### src/rtl/gfx_sched_pkg.sv
// Shared types and slot geometry for the graphics fetch sequencer.
package gfx_sched_pkg;

    typedef struct packed {
        logic [19:0] addr;
        logic        flip;
    } fetch_req_t;

    localparam int unsigned SLOT_LEN = 8;
    localparam int unsigned PHASE_W  = $clog2(SLOT_LEN);

    localparam logic [PHASE_W-1:0] PF_WIN_START = PHASE_W'(0);
    localparam logic [PHASE_W-1:0] MO_WIN_START = PHASE_W'(SLOT_LEN / 2);

    // A window's entry is captured on the cycle whose phase precedes its start.
    function automatic logic [PHASE_W-1:0] phase_before(input logic [PHASE_W-1:0] p);
        return p - PHASE_W'(1);
    endfunction

endpackage

### src/rtl/fetch_hold_reg.sv
// One-entry valid/ready holding register; ready is a registered empty flag so the
// slot-start free never reaches ready combinationally.
module fetch_hold_reg
    import gfx_sched_pkg::*;
(
    input  logic       sysclk,
    input  logic       reset_b,
    input  logic       valid,
    output logic       ready,
    input  fetch_req_t req,
    input  logic       take,
    output logic       full,
    output fetch_req_t entry
);

    logic       full_q, full_d;
    fetch_req_t entry_q, entry_d;

    always_comb begin
        full_d  = full_q;
        entry_d = entry_q;
        if (take) begin
            full_d = 1'b0;
        end
        // Accept only when empty at the start of the cycle.
        if (valid && !full_q) begin
            full_d  = 1'b1;
            entry_d = req;
        end
    end

    always_ff @(posedge sysclk or negedge reset_b) begin
        if (!reset_b) begin
            full_q  <= 1'b0;
            entry_q <= '0;
        end else begin
            full_q  <= full_d;
            entry_q <= entry_d;
        end
    end

    assign ready = !full_q;
    assign full  = full_q;
    assign entry = entry_q;

endmodule

### src/rtl/gfx_fetch_sched.sv
// Time-division PF/MO graphic ROM fetch sequencer: one PF and one MO fetch per 8-pixel
// slot, with GLD_b timed ROM_LAT cycles into each window (ROM_LAT legal 1..3).
module gfx_fetch_sched
    import gfx_sched_pkg::*;
#(
    parameter int unsigned ROM_LAT = 2,
    parameter int unsigned CNT_W   = 8
) (
    input  logic               sysclk,
    input  logic               reset_b,
    input  logic               en,
    input  logic               line_start,
    input  logic               clr_stats,
    input  logic               pf_valid,
    output logic               pf_ready,
    input  logic [19:0]        pf_addr,
    input  logic               pf_flip,
    input  logic               mo_valid,
    output logic               mo_ready,
    input  logic [19:0]        mo_addr,
    input  logic               mo_flip,
    output logic [17:0]        MGRA,
    output logic [1:0]         MGRI,
    output logic               MGHF,
    output logic               MATCH_b,
    output logic               MO_v_PF_b,
    output logic               GLD_b,
    output logic [PHASE_W-1:0] phase,
    output logic [CNT_W-1:0]   pf_miss,
    output logic [CNT_W-1:0]   mo_miss
);

    localparam logic [PHASE_W-1:0] PF_GLD_PHASE = PF_WIN_START + PHASE_W'(ROM_LAT);
    localparam logic [PHASE_W-1:0] MO_GLD_PHASE = MO_WIN_START + PHASE_W'(ROM_LAT);

    fetch_req_t pf_req, mo_req, pf_entry, mo_entry;
    logic       pf_full, mo_full;
    logic       pf_start, mo_start, advance;

    logic [PHASE_W-1:0] phase_q, phase_d;
    fetch_req_t         fetch_q, fetch_d;
    logic               match_b_q, match_b_d;
    logic               mo_sel_q, mo_sel_d;
    logic               gld_b_q, gld_b_d;
    logic [CNT_W-1:0]   pf_miss_q, pf_miss_d;
    logic [CNT_W-1:0]   mo_miss_q, mo_miss_d;

    assign pf_req = '{addr: pf_addr, flip: pf_flip};
    assign mo_req = '{addr: mo_addr, flip: mo_flip};

    fetch_hold_reg u_pf_hold (
        .sysclk  (sysclk),
        .reset_b (reset_b),
        .valid   (pf_valid),
        .ready   (pf_ready),
        .req     (pf_req),
        .take    (pf_start),
        .full    (pf_full),
        .entry   (pf_entry)
    );

    fetch_hold_reg u_mo_hold (
        .sysclk  (sysclk),
        .reset_b (reset_b),
        .valid   (mo_valid),
        .ready   (mo_ready),
        .req     (mo_req),
        .take    (mo_start),
        .full    (mo_full),
        .entry   (mo_entry)
    );

    // line_start restarts the PF slot even while sequencing is frozen.
    always_comb begin
        advance  = en && !line_start;
        pf_start = line_start || (advance && (phase_q == phase_before(PF_WIN_START)));
        mo_start = advance && (phase_q == phase_before(MO_WIN_START));

        phase_d = phase_q;
        if (line_start) begin
            phase_d = PF_WIN_START;
        end else if (en) begin
            phase_d = phase_q + PHASE_W'(1);
        end

        // Only a real phase step can enter a load phase, so a frozen or aborted
        // window never issues a second or late load.
        gld_b_d = 1'b1;
        if (advance && ((phase_d == PF_GLD_PHASE) || (phase_d == MO_GLD_PHASE))) begin
            gld_b_d = 1'b0;
        end
    end

    always_comb begin
        fetch_d   = fetch_q;
        match_b_d = match_b_q;
        mo_sel_d  = mo_sel_q;
        pf_miss_d = pf_miss_q;
        mo_miss_d = mo_miss_q;

        if (pf_start) begin
            mo_sel_d  = 1'b0;
            match_b_d = !pf_full;
            fetch_d   = pf_full ? pf_entry : '0;
            if (!pf_full && (pf_miss_q != '1)) begin
                pf_miss_d = pf_miss_q + CNT_W'(1);
            end
        end else if (mo_start) begin
            mo_sel_d  = 1'b1;
            match_b_d = !mo_full;
            fetch_d   = mo_full ? mo_entry : '0;
            if (!mo_full && (mo_miss_q != '1)) begin
                mo_miss_d = mo_miss_q + CNT_W'(1);
            end
        end

        if (clr_stats) begin
            pf_miss_d = '0;
            mo_miss_d = '0;
        end
    end

    always_ff @(posedge sysclk or negedge reset_b) begin
        if (!reset_b) begin
            phase_q   <= PF_WIN_START;
            fetch_q   <= '0;
            match_b_q <= 1'b1;
            mo_sel_q  <= 1'b0;
            gld_b_q   <= 1'b1;
            pf_miss_q <= '0;
            mo_miss_q <= '0;
        end else begin
            phase_q   <= phase_d;
            fetch_q   <= fetch_d;
            match_b_q <= match_b_d;
            mo_sel_q  <= mo_sel_d;
            gld_b_q   <= gld_b_d;
            pf_miss_q <= pf_miss_d;
            mo_miss_q <= mo_miss_d;
        end
    end

    assign MGRA      = fetch_q.addr[17:0];
    assign MGRI      = fetch_q.addr[19:18];
    assign MGHF      = fetch_q.flip;
    assign MATCH_b   = match_b_q;
    assign MO_v_PF_b = mo_sel_q;
    assign GLD_b     = gld_b_q;
    assign phase     = phase_q;
    assign pf_miss   = pf_miss_q;
    assign mo_miss   = mo_miss_q;

endmodule

### config.mk
export PLATFORM = sky130hd
export DESIGN_NAME = gfx_fetch_sched
export DESIGN_NICKNAME = d
export VERILOG_FILES = /design/src/rtl/gfx_sched_pkg.sv /design/src/rtl/fetch_hold_reg.sv /design/src/rtl/gfx_fetch_sched.sv
export SDC_FILE = /design/constraint.sdc
export NUM_CORES = 1
export LEC_CHECK = 0
export ABC_AREA = 1
export ABC_CLOCK_PERIOD_IN_PS = 1400
export BUFFER_PORTS_ARGS = -buffer_cell sky130_fd_sc_hd__buf_4
export CORE_MARGIN = 1.5
export CORE_UTILIZATION = 49
export DETAILED_ROUTE_END_ITERATION = 10
export MAX_ROUTING_LAYER = met4
export PLACE_DENSITY = 0.8
export SYNTH_ARGS = -nofsm -noshare
export SYNTH_HDL_FRONTEND = slang
export SYNTH_SLANG_ARGS = --single-unit
### constraint.sdc
create_clock -name sysclk -period 1.4 [get_ports sysclk]
set_clock_uncertainty 0.05 [all_clocks]
set_input_delay 0.28 -clock sysclk [delete_from_list [all_inputs] [get_ports sysclk]]
set_output_delay 0.28 -clock sysclk [all_outputs]
set_load 0.1 [all_outputs]
==> run_results.csv, run 1 <==
group,metric,value,unit
status,outcome,"finished, violations left",
status,violations,"setup timing",
sta,rsz0062_at_grt,"yes",
setup_path,cp-start-kind,"flip-flop",
global_route,grt_pass1_wl,17.0,mm
final_layout,syn_to_final_growth,47.3,%
sta,drv_slew,0,
power,p_int,0.00543,W
sta,period_share,121,%
yosys,syn-num-nets,523,
setup_path,critPathMaxFanout,10,
power,seq_power_share,36.5,%
job,cap_viol_max_count,0,
setup_path,cpMaxStageDelayCell,"dfrtp_4",
floorplanning,die_area,9000,µm²
floorplanning,core_area,8180,µm²
power,switching_share,42.8,%
final_layout,layout_common_cells,"112 x nand2_1, 93 x buf_4, 65 x dfrtp_1",
global_route,grt_pass1_vias,3686,
cts,root_buffer,"clkbuf_8",
global_route,antenna_found_initial,0,
power,comb_power_share,43.0,%
setup_path,cp_data_arrival_time,1.94,ns
power,p_leak,3.09,nW
cts,cts_buffer_depth,2,
drt,vias,3748,
final_layout,antenna_cells,0,
cts,cts_tree,"built",
drt,ant_nets,0,
sta,fmax,0.591,GHz
power,p_sw,0.00406,W
floorplanning,die_x,94.9,µm
yosys,synth_top_cell_area_share,51.4,%
cts,htreeDepth,3,
yosys,yosysWarnings,0,
final_layout,fin_nets,663,
final_layout,layout_commonest_cell,"nand2_1",
power,total_power,0.00950,W
min_path,hold_class,"in -> reg",
placed_design,dpl_cell_area,5270,µm²
yosys,ys_seq_elements,87,
floorplanning,num_rows,33,
sta,hold_violations,0,
yosys,synthTopCellsByArea,"dfrtp_1 51%, nand2_1 10%, nor2_1 4.8%",
placed_design,place_inst,676,
setup_path,worstSetupEndpointType,"flip-flop",
sta,worstMarginPinSlew,0.293,ns
global_route,grt-ovfl-total,0,
setup_path,critPathMaxStageDelay,0.51,ns
drt,wire_per_inst,15.6,µm
yosys,syn_avg_cell_area,8.82,µm²
final_layout,final_core_util,74.5,%
setup_path,critPathKind,"reg -> reg",
drt,first_iter_violations,243,
floorplanning,ioPinCount,94,
cts,clk_pin_slew,0.09,ns
sta,setup_ws,-0.291,ns
setup_path,worst_r2r_path_depth,9,
floorplanning,initial_utilization,50.6,%
yosys,syn_inst,469,
placed_design,hpwl,6.92,mm
placed_design,numPortBuffers,93,
final_layout,layout-drive-gt1-share,41.2,%
final_layout,fin_cells,719,
min_path,whs_path_depth,2,
cts,numCtsBuffers,9,
cts,insertion_delay,0.36,ns
final_layout,final_cell_area,6090,µm²
placed_design,gp_congestion,0.864,
setup_path,crit_required,1.65,ns
floorplanning,chipHeight,94.9,µm
setup_path,crit_top_cell,"nand2_1",
global_route,grt_use_total,25.5,%
drt,drt_first_pass_iters,5,
sta,setup_violations,48,
yosys,synth_area,4140,µm²
yosys,yosys.area.top_type,"dfrtp_1",
cts,clock_sinks,87,
drt,drc,0,
power,vdd_drop_max,1180,µV
yosys,seq_area_frac_synth,52.7,%
yosys,ys_types,33,
global_route,grt_start_max_net_pins,55,
sta,period_minus_slack,1.69,ns
drt,viasPerCell,5.21,
sta,slew_headroom,80.5,%
setup_path,path_cells,"ha_4 -> ha_2 -> nand3_2 -> inv_2 -> nor2_4 -> buf_4 -> buf_8 -> nand2_1 -> nand2_1",
drt,routed_wl,11.2,mm
power,clkPwrFrac,20.5,%
power,power_density,1560,nW/µm²
==> worst paths after layout <==
path | from | endpoint | slack [ns]
min in group asynchronous | reset_b | MO_v_PF_b | 0.38
worst max register to register | phase[1] | MGHF | -0.29
worst min register to register | MGRA[10] | MGRA[10] | 0.44
worst max-delay path | phase[1] | MGHF | -0.29
max in group asynchronous | reset_b | MATCH_b | 0.61
worst min-delay path | line_start | phase[1] | 0.04
==> area by class of cell <==
| cell class | count | area [µm²] |
|---|---|---|
| timing repair inverter | 2 | 10.0 |
| tap | 105 | 131 |
| sequential | 87 | 2220 |
| clock inverter | 5 | 81.3 |
| fill | 554 | 2080 |
| timing repair buffer | 144 | 1470 |
| clock buffer | 11 | 131 |
| inverter | 57 | 235 |
| multi-input combinational | 308 | 1810 |
==> worst max-delay path: cells and delay by family, from the launching register on <==
family                   cells  cell delay (ns)
adder cells (fa/ha/maj)      2             0.35
buffers and inverters        3             0.33
flip-flops                   1             0.51
AND/OR/NAND/NOR              4             0.39
==> timing repair <==
action | CTS | global route
endpoints found under the hold margin | 85 | 0
pin swaps | 10 | 6
hold buffers | 1 | 0
buffers inserted | 13 | 8
setup endpoints to repair | 61 | 73
gates resized for setup | 69 | 29
cloned | 3 | 3
==> kinds of logic after synthesis <==
family | count (synthesis) | synth area share, %
AO/OA/AOI/OAI | 62 | 9.47
XOR/XNOR | 3 | 0.636
adder cells (fa/ha/maj) | 5 | 1.51
buffers and inverters | 75 | 8.20
flip-flops | 87 | 52.7
multiplexers | 10 | 2.69
AND/OR/NAND/NOR | 227 | 24.8
==> per-stage QoR <==
step                hold WS [ns]  setup WS (ns)  setup TNS [ns]
floorplan                -0.0656         -0.330          -17.36
global placement           0.213         -0.253           -7.19
detailed placement         0.220         -0.316           -8.79
CTS                       0.0424         -0.287           -9.33
global route              0.0341         -0.364          -12.43
finish                    0.0416         -0.291           -9.29
==> routing by layer <==
| layer | vias to the layer above | wire (µm) | part of all wire (%) | global-route usage, % |
|---|---|---|---|---|
| met2 | 145 | 5870 | 52 | 41.4 |
| met4 | 0 | 261 | 2.3 | 9.83 |
| met1 | 1803 | 4420 | 39 | 31.2 |
| met3 | 33 | 660 | 5.9 | 4.99 |
| met5 | - | 0 | 0 | - |
| li1 | 1767 | - | - | - |
==> state kept, by name (all words and copies together) (netlist names) <==
name	flops
MGRI	2
u_pf_hold.entry	21
MATCH_b	1
MGRA	18
u_mo_hold.entry	21
u_pf_hold.full	1
mo_miss	8
MO_v_PF_b	1
phase	3
GLD_b	1
pf_miss	8
u_mo_hold.full	1
MGHF	1
==> synth_stat cells <==
cell / instances
buf_6: 3
a21oi_1: 35
xnor2_1: 1
inv_2: 3
nand4_1: 10
buf_2: 9
nand2_2: 11
nor3b_1: 1
nand3_1: 25
nand4_2: 1
nand2_1: 115
nor2_8: 1
clkinv_1: 1
nor2_4: 3
mux2i_1: 1
o21ai_1: 2
ha_1: 5
inv_4: 2
a211oi_1: 1
clkbuf_1: 1
nor2_1: 53
dfrtp_1: 85
o22ai_2: 10
dfstp_2: 2
mux2_2: 9
inv_1: 51
nor2_2: 1
o21ai_0: 11
o22ai_1: 3
nand2_4: 4
xor2_1: 2
or2_2: 2
buf_4: 5
==> power groups by stage <==
| stage | sequential, W | clock (W) | combinational [W] |
|---|---|---|---|
| after floorplan | 0.00493 | 0 | 0.00132 |
| after global placement | 0.00348 | 0 | 0.00357 |
| after detailed placement | 0.00349 | 0 | 0.00366 |
| after CTS | 0.00345 | 0.00195 | 0.00392 |
| after global routing | 0.00353 | 0.00206 | 0.00432 |
| final | 0.00347 | 0.00194 | 0.00409 |
(Power assumes the default switching activity.)
==> run 2: changes to the inputs <==
--- a/config.mk
+++ b/config.mk
@@ -5,11 +5,11 @@
 export SDC_FILE = /design/constraint.sdc
 export NUM_CORES = 1
 export LEC_CHECK = 0
-export ABC_AREA = 1
+export ABC_AREA = 0
 export ABC_CLOCK_PERIOD_IN_PS = 1400
 export BUFFER_PORTS_ARGS = -buffer_cell sky130_fd_sc_hd__buf_4
 export CORE_MARGIN = 1.5
-export CORE_UTILIZATION = 49
+export CORE_UTILIZATION = 48
 export DETAILED_ROUTE_END_ITERATION = 10
 export MAX_ROUTING_LAYER = met4
 export PLACE_DENSITY = 0.8
==> run 2 against run 1 <==
The flow still finishes with violations (setup timing). Synthesized cell count shrank 33%. Worst hold slack better by 0.041 ns. Fmax down 17%. Non-clock buffer count is 27 higher. Clock power down 6%. Register-to-register slack worse by 0.35 ns. Largest cell class unchanged. Largest power group unchanged. Highest routed layer unchanged.
==> run_results.csv, run 2 <==
group,metric,value,unit
yosys,synth_top_cell_area_share,56.5,%
floorplanning,die_area,8380,µm²
yosys,syn_avg_cell_area,12.1,µm²
sta,rsz0062_at_grt,"yes",
global_route,grt_start_max_net_pins,38,
setup_path,cp_data_arrival_time,2.26,ns
drt,wire_per_inst,21.8,µm
floorplanning,initial_utilization,49.2,%
placed_design,place_inst,527,
yosys,yosysWarnings,0,
global_route,grt_use_total,26.7,%
placed_design,gp_congestion,0.787,
yosys,ys.flop_type,"dfrtp_1",
status,outcome,"finished, violations left",
floorplanning,num_rows,32,
power,seq_power_share,37.5,%
sta,setup_ws,-0.644,ns
final_layout,final_core_util,82.3,%
cts,root_buffer,"clkbuf_8",
drt,drc,0,
sta,fmax,0.489,GHz
drt,vias,3310,
drt,first_iter_violations,192,
final_layout,antenna_cells,0,
yosys,ys_types,41,
sta,drv_slew,0,
sta,setup_violations,98,
placed_design,numPortBuffers,93,
global_route,grt_pass1_vias,3288,
placed_design,hpwl,6.36,mm
sta,hold_ws,0.0830,ns
sta,period_share,146,%
cts,numCtsBuffers,9,
setup_path,crit_required,1.62,ns
floorplanning,ioPinCount,94,
yosys,seq_area_frac_synth,57.9,%
yosys,synthTopCellsByArea,"dfrtp_1 57%, mux2_2 13%, a22oi_1 4.2%",
final_layout,fin_nets,532,
drt,drt_first_pass_iters,4,
yosys,synth_edf_count,0,
floorplanning,core_area,7650,µm²
final_layout,fin_cells,585,
drt,routed_wl,12.8,mm
floorplanning,die_x,91.5,µm
drt,viasPerCell,5.66,
power,p_sw,0.00408,W
power,comb_power_share,43.9,%
yosys,syn_inst,312,
status,violations,"setup timing",
drt,ant_nets,0,
power,clkPwrFrac,18.7,%
floorplanning,chipHeight,91.5,µm
yosys,syn-num-nets,366,
power,vdd_drop_max,1250,µV
job,cap_viol_max_count,0,
cts,clock_sinks,87,
final_layout,layout_common_cells,"102 x buf_4, 66 x dfrtp_1, 37 x buf_6",
global_route,antenna_found_initial,0,
min_path,hold_class,"in -> reg",
setup_path,cp-start-kind,"flip-flop",
yosys,async_reset_ff_share,100,%
cts,insertion_delay,0.37,ns
power,power_density,1560,nW/µm²
yosys,synth_common_cells,"85 x dfrtp_1, 42 x mux2_2, 28 x nand2_1",
yosys,yosys.area.top_type,"dfrtp_1",
global_route,grt_pass1_wl,16.5,mm
global_route,grt-ovfl-total,0,
yosys,yosysMostFrequentCell,"dfrtp_1",
cts,cts_buffer_depth,2,
setup_path,critPathKind,"reg -> reg",
sta,period_minus_slack,2.04,ns
power,p_int,0.00574,W
cts,htreeDepth,3,
setup_path,worstSetupEndpointType,"flip-flop",
power,total_power,0.00983,W
setup_path,critPathMaxFanout,3,
final_layout,layout_commonest_cell,"buf_4",
yosys,ys_seq_elements,87,
sta,worstMarginPinSlew,0.721,ns
sta,hold_violations,0,
final_layout,layout-drive-gt1-share,60.9,%
power,p_leak,2.88,nW
cts,clk_pin_slew,0.10,ns
power,switching_share,41.5,%
sta,slew_headroom,51.8,%
placed_design,dpl_cell_area,4950,µm²
final_layout,final_cell_area,6290,µm²
final_layout,syn_to_final_growth,67.2,%
yosys,synth_area,3760,µm²
cts,cts_tree,"built",
## run 2: cell types whose count changed after synthesis, moves of 21 or more
cell,delta
nor2_1,-34
mux2_2,+33
inv_1,-47
nand3_1,-21
a21oi_1,-28
a22oi_1,+21
nand2_1,-87
## run 2: cell type report
| class | instances | area, µm² |
|---|---|---|
| fill | 402 | 1360 |
| clock inverter | 5 | 58.8 |
| sequential | 87 | 2220 |
| timing repair buffer | 171 | 1850 |
| clock buffer | 11 | 141 |
| inverter | 4 | 17.5 |
| multi-input combinational | 205 | 1880 |
| tap | 102 | 128 |
## run 2: cells by family (layout without fill, tap and decap cells)
kind of cell,Yosys count,after routing,share of synthesized area (%)
xor+xnor,4,4,0.931
fa+ha+maj,5,5,1.66
buf+inv,20,191,2.43
compound gates,66,66,11.9
simple gates,81,81,10.7
mux,49,49,14.4
flops,87,87,57.9
## run 2: metal layers
layer | GRT usage, % | up-vias | wire, µm
li1 | - | 1453 | -
met1 | 30.8 | 1705 | 4750
met3 | 6.45 | 30 | 621
met4 | 9.90 | 0 | 375
met5 | - | - | 0
met2 | 45.2 | 122 | 7000
## run 2: worst max-delay path: stages (launching register included)
cell and delay (ns):
dfrtp_4 0.50, ha_4 0.17, ha_4 0.16, or4b_4 0.54, a211oi_2 0.30, xnor2_1 0.15
nor2_1 0.05
## run 2: worst paths after layout
| path | slack (ns) | from | endpoint | depth (start not counted) |
|---|---|---|---|---|
| worst min register to register | 0.45 | MGRA[5] | MGRA[5] | 2 |
| min in group asynchronous | 0.30 | reset_b | pf_miss[1] | 2 |
| max in group asynchronous | 0.47 | reset_b | MATCH_b | 3 |
| worst max register to register | -0.64 | phase[1] | mo_miss[3] | 6 |
| worst max-delay path | -0.64 | phase[1] | mo_miss[3] | 6 |
| worst min-delay path | 0.08 | pf_addr[7] | u_pf_hold.entry[8] | 2 |
## run 2: power by group through the flow
stage	logic [W]	registers [W]	clock network, W
3_5_place_dp	0.00341	0.00360	0
4_1_cts	0.00373	0.00356	0.00180
2_1_floorplan	0.00102	0.00502	0
3_3_place_gp	0.00332	0.00356	0
5_1_grt	0.00447	0.00372	0.00194
6_report	0.00431	0.00368	0.00183
## run 2: through the flow
stage	setup slack, ns	TNS (ns)
3_5_place_dp	-0.733	-19.77
2_1_floorplan	-0.726	-22.91
6_report	-0.644	-23.94
5_1_grt	-0.716	-28.51
4_1_cts	-0.598	-18.50
3_3_place_gp	-0.618	-17.73
## run 2: what timing repair did
item / CTS / global route
endpoints found under the setup margin: 91 / 93
hold buffers: 1 / 0
cloned: 5 / 5
buffers inserted: 15 / 17
resized for setup: 125 / 72
pin swaps: 17 / 19
endpoints found under the hold margin: 17 / 0
